$ cat config.mk
export PLATFORM = sky130hd
export DESIGN_NAME = cnt_rev_schedule
export DESIGN_NICKNAME = d
export VERILOG_FILES = /design/src/rtl/romulus_cnt_pkg.sv /design/src/rtl/cnt_contraction.sv /design/src/rtl/cnt_rev_schedule.sv
export SDC_FILE = /design/constraint.sdc
export NUM_CORES = 1
export LEC_CHECK = 0
export BUFFER_PORTS_ARGS = -buffer_cell sky130_fd_sc_hd__buf_2
export CORE_AREA = 2 2 129 131
export DETAILED_ROUTE_END_ITERATION = 10
export DIE_AREA = 0 0 131 133
export PLACE_DENSITY = 0.81
export SYNTH_ARGS = -nofsm -noshare
export SYNTH_HDL_FRONTEND = slang
export SYNTH_SLANG_ARGS = --single-unit
$ cat constraint.sdc
create_clock -name clk -period 2.35 [get_ports clk]
set_input_delay 0.47 -clock clk [delete_from_list [all_inputs] [get_ports clk]]
set_output_delay 0.47 -clock clk [all_outputs]
set_load 0.05 [all_outputs]
$ cat src/rtl/romulus_cnt_pkg.sv
// Shared definitions for the Romulus TK1 counter-half schedule: FSM encoding,
// schedule constants and the byte permutations applied between rounds.
package romulus_cnt_pkg;

  typedef enum logic [1:0] {
    ST_IDLE = 2'd0,
    ST_SEEK = 2'd1,
    ST_EMIT = 2'd2
  } cnt_state_e;

  localparam int CNT_PERIOD     = 8;
  localparam int ROUNDS_DEFAULT = 40;

  // 3-bit group i names the source byte of output byte i (group 7 is the MSB group).
  localparam logic [23:0] FWD_SRC_MAP = {3'd6, 3'd0, 3'd7, 3'd2, 3'd5, 3'd1, 3'd3, 3'd4};
  localparam logic [23:0] INV_SRC_MAP = {3'd5, 3'd7, 3'd3, 3'd0, 3'd1, 3'd4, 3'd2, 3'd6};

  function automatic logic [63:0] byte_perm(input logic [63:0] d, input logic [23:0] src_map);
    logic [63:0] q;
    q = 64'd0;
    for (int i = 0; i < 8; i++) begin
      q[8*i +: 8] = d[8*int'(src_map[3*i +: 3]) +: 8];
    end
    return q;
  endfunction

  function automatic logic [63:0] perm_fwd(input logic [63:0] d);
    return byte_perm(d, FWD_SRC_MAP);
  endfunction

  function automatic logic [63:0] perm_inv(input logic [63:0] d);
    return byte_perm(d, INV_SRC_MAP);
  endfunction

endpackage

$ cat src/rtl/cnt_contraction.sv
// Combinational inverse counter byte permutation (P^-1), stepping a round key
// one round backwards.
module cnt_contraction
  import romulus_cnt_pkg::*;
(
  input  logic [63:0] key,
  output logic [63:0] key_inv
);

  assign key_inv = perm_inv(key);

endmodule

$ cat src/rtl/cnt_rev_schedule.sv
// Reverse-order round-key generator for the TK1 counter half: fast-forwards the
// round-0 key to the last round, then streams keys down to round 0.
module cnt_rev_schedule
  import romulus_cnt_pkg::*;
#(
  parameter int ROUNDS = ROUNDS_DEFAULT,
  parameter int RW     = 6
) (
  input  logic          clk,
  input  logic          rst_n,
  input  logic          start,
  input  logic          abort,
  input  logic [63:0]   key_i,
  output logic          busy_o,
  output logic [63:0]   rk_o,
  output logic [RW-1:0] rk_round_o,
  output logic          rk_valid_o,
  input  logic          rk_ready_i,
  output logic          rk_last_o,
  output logic          done_o
);

  localparam int             SEEK_STEPS = (ROUNDS - 1) % CNT_PERIOD;
  localparam logic [2:0]     SEEK_INIT  = 3'(SEEK_STEPS);
  localparam logic [RW-1:0]  LAST_RND   = RW'(ROUNDS - 1);
  localparam logic [RW-1:0]  RND_ZERO   = RW'(0);
  localparam logic [RW-1:0]  RND_ONE    = RW'(1);

  cnt_state_e    state_r;
  logic [63:0]   key_r;
  logic [RW-1:0] rnd_r;
  logic [2:0]    seek_cnt_r;
  logic [63:0]   key_inv_s;

  cnt_contraction u_contraction (
    .key     (key_r),
    .key_inv (key_inv_s)
  );

  // Schedule FSM; the first EMIT cycle only loads the output registers, so
  // every output is a flop and rk_ready_i never reaches an output combinationally.
  always_ff @(posedge clk or negedge rst_n) begin
    if (!rst_n) begin
      state_r    <= ST_IDLE;
      key_r      <= 64'd0;
      rnd_r      <= RND_ZERO;
      seek_cnt_r <= 3'd0;
      busy_o     <= 1'b0;
      rk_o       <= 64'd0;
      rk_round_o <= RND_ZERO;
      rk_valid_o <= 1'b0;
      rk_last_o  <= 1'b0;
      done_o     <= 1'b0;
    end else begin
      done_o <= 1'b0;
      if (abort) begin
        state_r    <= ST_IDLE;
        busy_o     <= 1'b0;
        rk_valid_o <= 1'b0;
        rk_last_o  <= 1'b0;
      end else begin
        case (state_r)
          ST_IDLE: begin
            if (start) begin
              key_r      <= key_i;
              seek_cnt_r <= SEEK_INIT;
              rnd_r      <= LAST_RND;
              busy_o     <= 1'b1;
              state_r    <= (SEEK_INIT != 3'd0) ? ST_SEEK : ST_EMIT;
            end else begin
              busy_o <= 1'b0;
            end
          end
          ST_SEEK: begin
            key_r      <= perm_fwd(key_r);
            seek_cnt_r <= seek_cnt_r - 3'd1;
            if (seek_cnt_r == 3'd1) begin
              state_r <= ST_EMIT;
            end else begin
              state_r <= ST_SEEK;
            end
          end
          ST_EMIT: begin
            if (!rk_valid_o) begin
              rk_valid_o <= 1'b1;
              rk_o       <= key_r;
              rk_round_o <= rnd_r;
              rk_last_o  <= (rnd_r == RND_ZERO);
            end else if (rk_ready_i) begin
              if (rnd_r == RND_ZERO) begin
                state_r    <= ST_IDLE;
                busy_o     <= 1'b0;
                rk_valid_o <= 1'b0;
                rk_last_o  <= 1'b0;
                done_o     <= 1'b1;
              end else begin
                key_r      <= key_inv_s;
                rnd_r      <= rnd_r - RND_ONE;
                rk_o       <= key_inv_s;
                rk_round_o <= rnd_r - RND_ONE;
                rk_last_o  <= (rnd_r == RND_ONE);
              end
            end else begin
              rk_valid_o <= 1'b1;
            end
          end
          default: begin
            state_r    <= ST_IDLE;
            busy_o     <= 1'b0;
            rk_valid_o <= 1'b0;
            rk_last_o  <= 1'b0;
          end
        endcase
      end
    end
  end

endmodule

# Word level (Yosys, flattened, before mapping)
# Cells that the tools add are included.
# totals
output_inout_bits,74
memories,0
wordCells,85
latch_bits,0
regBits,149
inputBits,69
ramBits,0
mem_bits_ro,0
# op_classes
div,0
bitwise_logic,1
order_cmp,0
addsub,2
shift,0
reduce_logical,13
n_eq_ne,17
mul,0
muxes,42
# ops
op,n
2-to-1 mux 64 bit,5
case mux 64 bit (3 select lines),1
2-to-1 mux 6 bit,5
2-to-1 mux 1 bit,18
2-to-1 mux 2 bit,6
!= test 2 bit (second input constant),6
!= test 3 bit (second input constant),4
case mux 6 bit (2 select lines),1
AND reduction 4 bit,3
AND reduction 6 bit,2
equality test 6 x 1 -> 1 bit (second input constant),1
logical NOT 6 bit,1
case mux 2 bit (3 select lines),1
case mux 3 bit (2 select lines),1
subtractor 6 x 1 -> 6 bit (second input constant),1
!= test 2 x 1 -> 1 bit (second input constant),2
!= test 4 bit (second input constant),1
case mux 1 bit (2 select lines),2
nonzero test 2 bit,2
equality test 3 x 1 -> 1 bit (second input constant),1
2-to-1 mux 3 bit,1
case mux 1 bit (3 select lines),1
AND reduction 3 bit,1
nonzero test 3 bit,1
other kinds (7),7

# Logic depth before layout (Yosys ltp)
# logic_depth
word_depth,6
mapped_depth,8
ltp_nobuf,6

# Modules after synthesis
# From an unflattened synthesis, not the netlist that was laid out.
# unflattened
cells_unflattened,767
hier_area_um2,8478.1
# modules_own_cells
mod,instances,seq_area_each_um2,cells_each,area_per_inst_um2
cnt_rev_schedule,1,3728.6,703,7997.7
cnt_contraction,1,0.0,64,480.5

# Worst setup path after synthesis
# OpenSTA, ideal clock, no wires.
# synth_timing
path_type,register to register
from,register rk_valid_o
to,register key_r[11]
path_buffers,1
setup_slack_ps,22
setup_ps,125
required_ps,2225
stages_incl_launch_ff,6
t_arrival_ps,2203
cell_sequence,dfrtp_1 > and2_1 > a21bo_2 > a211oi_4 > buf_6 > mux2_2
# synth_via
elab_chain_cells,2
# synth_rtl
element,line_no,rtl
"start, declared",cnt_rev_schedule.sv:17,"output logic rk_valid_o,"
"start signal, assigned",cnt_rev_schedule.sv:51,rk_valid_o <= 1'b0;
"start signal, assigned",cnt_rev_schedule.sv:59,rk_valid_o <= 1'b0;
"start signal, assigned",cnt_rev_schedule.sv:85,rk_valid_o <= 1'b1;
!= test 2 bit (no source line),-,
AND reduction 6 bit (no source line),-,
"end signal, assigned",cnt_rev_schedule.sv:65,key_r <= key_i;
"end signal, assigned",cnt_rev_schedule.sv:75,key_r <= perm_fwd(key_r);
"end signal, assigned",cnt_rev_schedule.sv:97,key_r <= key_inv_s;
"end, declared",cnt_rev_schedule.sv:30,logic [63:0] key_r;
# No other way between the ends.
# A chain may end at the register's enable or synchronous reset.

# Worst setup path after layout
# layout_timing
from,register state_r[0]
to,register key_r[26]
# layout_via
elab_chain_cells,3
word_cells_on_any_way,10
# layout_rtl
element,line_no,rtl
"start, declared",cnt_rev_schedule.sv:29,cnt_state_e state_r;
"start signal, assigned",cnt_rev_schedule.sv:69,state_r <= (SEEK_INIT != 3'd0) ? ST_SEEK : ST_EMIT;
equality test 2 bit (tied with other cells),cnt_rev_schedule.sv:62,case (state_r)
!= test 2 bit (no source line) / nonzero test 3 bit (equally long branches),-,
AND reduction 6 bit (no source line),-,
# Parallel ways exist; a longest one is shown, timed or not.

==> results.sh <==
export IMPL_rsz0062_at_grt="no"
export IMPL_numPortBuffers=142
export IMPL_synth_fp_nets=780
export IMPL_design_area_um2=9760
export IMPL_slowest_stage="dfrtp_1"
export IMPL_max_freq_ghz=0.452
export IMPL_drv_slew=0
export IMPL_period_minus_slack_ns=2.21
export IMPL_place_ws_ns=0.104
export IMPL_avgSynthCellArea_um2=11.4
export IMPL_dpl_hpwl_um=14500
export IMPL_yosysTopAreaCell="dfrtp_1"
export IMPL_io_pins=143
export IMPL_critPathLaunchType="register"
export IMPL_via_per_inst=5.84
export IMPL_start_util_pct=49.3
export IMPL_grt_use_met2_pct=39.5
export IMPL_layoutNonFillerInstCount=1069
export IMPL_outcome="finished, final reports clean"
export IMPL_tns_ns=0
export IMPL_cts_buffers=17
export IMPL_maxCapViolations=0
export IMPL_syn2layout_area_growth_pct=22.4
export IMPL_clkTransAtPathRegs_ns=0.06
export IMPL_hold_class="in -> reg"
export IMPL_ys_top_cells_by_area="dfrtp_1, mux2_2, a22oi_1"
export IMPL_fin_util_pct=60.4
export IMPL_power_frac_comb_pct=30.9
export IMPL_p_seq_share_pct=39.8
export IMPL_fin_worst_skew_ns=0.00739
export IMPL_yosysUniqueCellTypes=46
export IMPL_p_leak_nw=4.58
export IMPL_clockPowerShare_pct=29.3
export IMPL_ys_seq_elements=149
export IMPL_wl_per_cell_um=19.9
export IMPL_power_switching_mw=3.73
export IMPL_drtPass1Iterations=5
export IMPL_powerDensity_nw_per_um2=1050
export IMPL_cts_buffer_depth=2
export IMPL_drt_wl_total_um=21300
export IMPL_drc=0
export IMPL_cts_sinks=149
export IMPL_drive_gt1_share_pct=47.3
export IMPL_p_int_mw=6.51
export IMPL_grtUsageMet1_pct=32.6
export IMPL_die_area_um2=17400
export IMPL_worst_pin_slew_ns=0.543
export IMPL_grt_pass1_wl_um=32400
export IMPL_placed_area_um2=9050
export IMPL_power_mw=10.2
export IMPL_met3_usage_pct=4.97
export IMPL_critPathKind="reg -> reg"
export IMPL_antenna_cells=0
export IMPL_grt_max_degree=78
export IMPL_hold_viol_final=0
export IMPL_p_sw_share_pct=36.4
export IMPL_cts_root_buffer="clkbuf_16"
export IMPL_cpPeakStageDelay_ns=0.37
export IMPL_maxSlewHeadroom_pct=63.8
export IMPL_drtIter0Drc=538
export IMPL_clkLatencyLatePin_ns=0.42
export IMPL_synth_edf_count=0
export IMPL_layout_nets=915
export IMPL_gr_max_usage_layer="met2"
export IMPL_postSynthCellCount=702
export IMPL_hold_path_startpoint="abort"
export IMPL_ys_warn_count=0
export IMPL_rows=47
export IMPL_cp_max_fo=32
export IMPL_end_kind="register"
export IMPL_gp_congestion=0.837
export IMPL_grt_overflow_total=0
export IMPL_die_w_um=131
export IMPL_vias=6244
export IMPL_cpMostUsedCell="buf_12"
export IMPL_rr_startpoint="state_r[0]$_DFFE_PN0P_"
export IMPL_peakVddDrop_uv=640
export IMPL_crit_path_cell_trace="inv_1 -> ha_4 -> nor2b_1 -> or2_0 -> a211oi_4 -> buf_12 -> buf_12 -> mux2_2"
export IMPL_syn_area_um2=7980
export IMPL_cts_tree="yes"
export IMPL_arrival_ns=2.52
export IMPL_dp_cells=1034
export IMPL_cp_startpoint="state_r[0]$_DFFE_PN0P_"
export IMPL_grt_pass1_vias=6143
export IMPL_crit_required_ns=2.65
export IMPL_grtUsageTotal_pct=24.3
export IMPL_yosysSeqAreaShare_pct=46.7
export IMPL_setup_viol=0
export IMPL_synthArstFlopShare_pct=100
export IMPL_finalCritPeriodShare_pct=94.2
export IMPL_synth_top_area_share_pct=46.7
export IMPL_cts_htree_levels=4
export IMPL_setup_ws_ns=0.135
export IMPL_fp_dieH_um=133
export IMPL_whs_ns=0.341
export IMPL_antenna_found_initial=0
export IMPL_ant_nets=0
export IMPL_coreArea_um2=16200
export IMPL_ys_flop_type="dfrtp_1"
-- critical path: cells and delay by family, from the launching register on --
kind | cells | cell delay (ns)
flops | 1 | 0.37
compound gates | 1 | 0.22
mux | 1 | 0.37
simple gates | 2 | 0.44
fa+ha+maj | 1 | 0.19
buf+inv | 3 | 0.49
-- sequential cells by signal, indices dropped and copies added (netlist names) --
register / cells
key_r: 64
rk_o: 64
rk_round_o: 6
rnd_r: 6
seek_cnt_r: 3
state_r: 2
busy_o: 1
done_o: 1
rk_last_o: 1
rk_valid_o: 1
-- power by group through the flow --
stage | registers, mW | logic [mW] | clock network [mW]
2_1_floorplan | 4.61 | 1.51 | 0
3_3_place_gp | 4.06 | 3.03 | 0
3_5_place_dp | 4.09 | 3.12 | 0
4_1_cts | 4.05 | 3.14 | 3.04
5_1_grt | 4.15 | 3.37 | 3.15
6_report | 4.07 | 3.16 | 3.00
-- timing repair --
action                                 4_1_cts  5_1_grt
hold buffers                                 1        0
gates resized for setup                      0        4
setup buffers                                0        1
setup endpoints to repair                    0       63
endpoints found under the hold margin       38        0
-- cells by family (layout without fill, tap and decap cells) --
kind of cell | Yosys count | in the layout | synth area share, %
AO/OA/AOI/OAI | 163 | 163 | 13.1
XOR/XNOR | 4 | 4 | 0.439
adder cells (fa/ha/maj) | 9 | 9 | 1.41
buffers and inverters | 64 | 211 | 3.84
flip-flops | 149 | 149 | 46.7
multiplexers | 200 | 200 | 28.2
AND/OR/NAND/NOR | 113 | 113 | 6.26
-- cell usage in the layout, fill, tap and decap left out, types with 5 or more instances in the layout --
master,synthesis,final
nor3_1,6,6
buf_12,0,12
o21ai_0,6,6
inv_1,9,9
buf_4,1,14
mux2_2,194,194
nand2_1,10,10
ha_1,9,6
bufinv_16,0,5
nor2_1,77,77
a21oi_1,73,73
buf_2,6,141
clkbuf_16,0,18
a22oi_1,65,65
dfrtp_1,149,148
a31oi_1,6,6
-- layout make-up --
class | count | area (um2)
timing repair buffer | 171 | 1110
inverter | 9 | 33.8
sequential | 149 | 3730
fill | 1247 | 6410
tap | 220 | 275
clock buffer | 23 | 478
multi-input combinational | 489 | 3970
clock inverter | 8 | 171
-- layer usage --
metal  up-vias  share of wire [%]
li1       2846                  -
met1      3107                 42
met2       254                 49
met3        37                6.5
met4         0                2.6
met5         -                  0
-- path summary, 6_finish.rpt --
path,to,slack [ns],cells after the start
max,key_r[26]$_DFFE_PN0P_,0.14,8
min,busy_o$_DFFE_PN0P_,0.34,2
max reg2reg,key_r[26]$_DFFE_PN0P_,0.14,8
min reg2reg,rk_last_o$_DFFE_PN0P_,0.48,2
max in group asynchronous,rk_o[31]$_DFFE_PN0P_,1.17,3
min in group asynchronous,busy_o$_DFFE_PN0P_,0.54,2
-- cell usage after synthesis (2+ instances only) --
| master | number |
|---|---|
| and3_1 | 2 |
| mux2i_1 | 2 |
| a22oi_1 | 65 |
| a221o_1 | 2 |
| ha_1 | 9 |
| nor3_1 | 6 |
| nand2_1 | 10 |
| dfrtp_1 | 149 |
| nand2b_1 | 2 |
| nand3_1 | 4 |
| or3_1 | 2 |
| xnor2_1 | 3 |
| inv_1 | 9 |
| buf_2 | 6 |
| nor2_1 | 77 |
| a31oi_1 | 6 |
| clkbuf_2 | 2 |
| and2_1 | 2 |
| mux2_1 | 4 |
| mux2_2 | 194 |
| buf_6 | 7 |
| clkbuf_1 | 38 |
| o21ai_0 | 6 |
| a21oi_1 | 73 |
(Power assumes the default switching activity.)
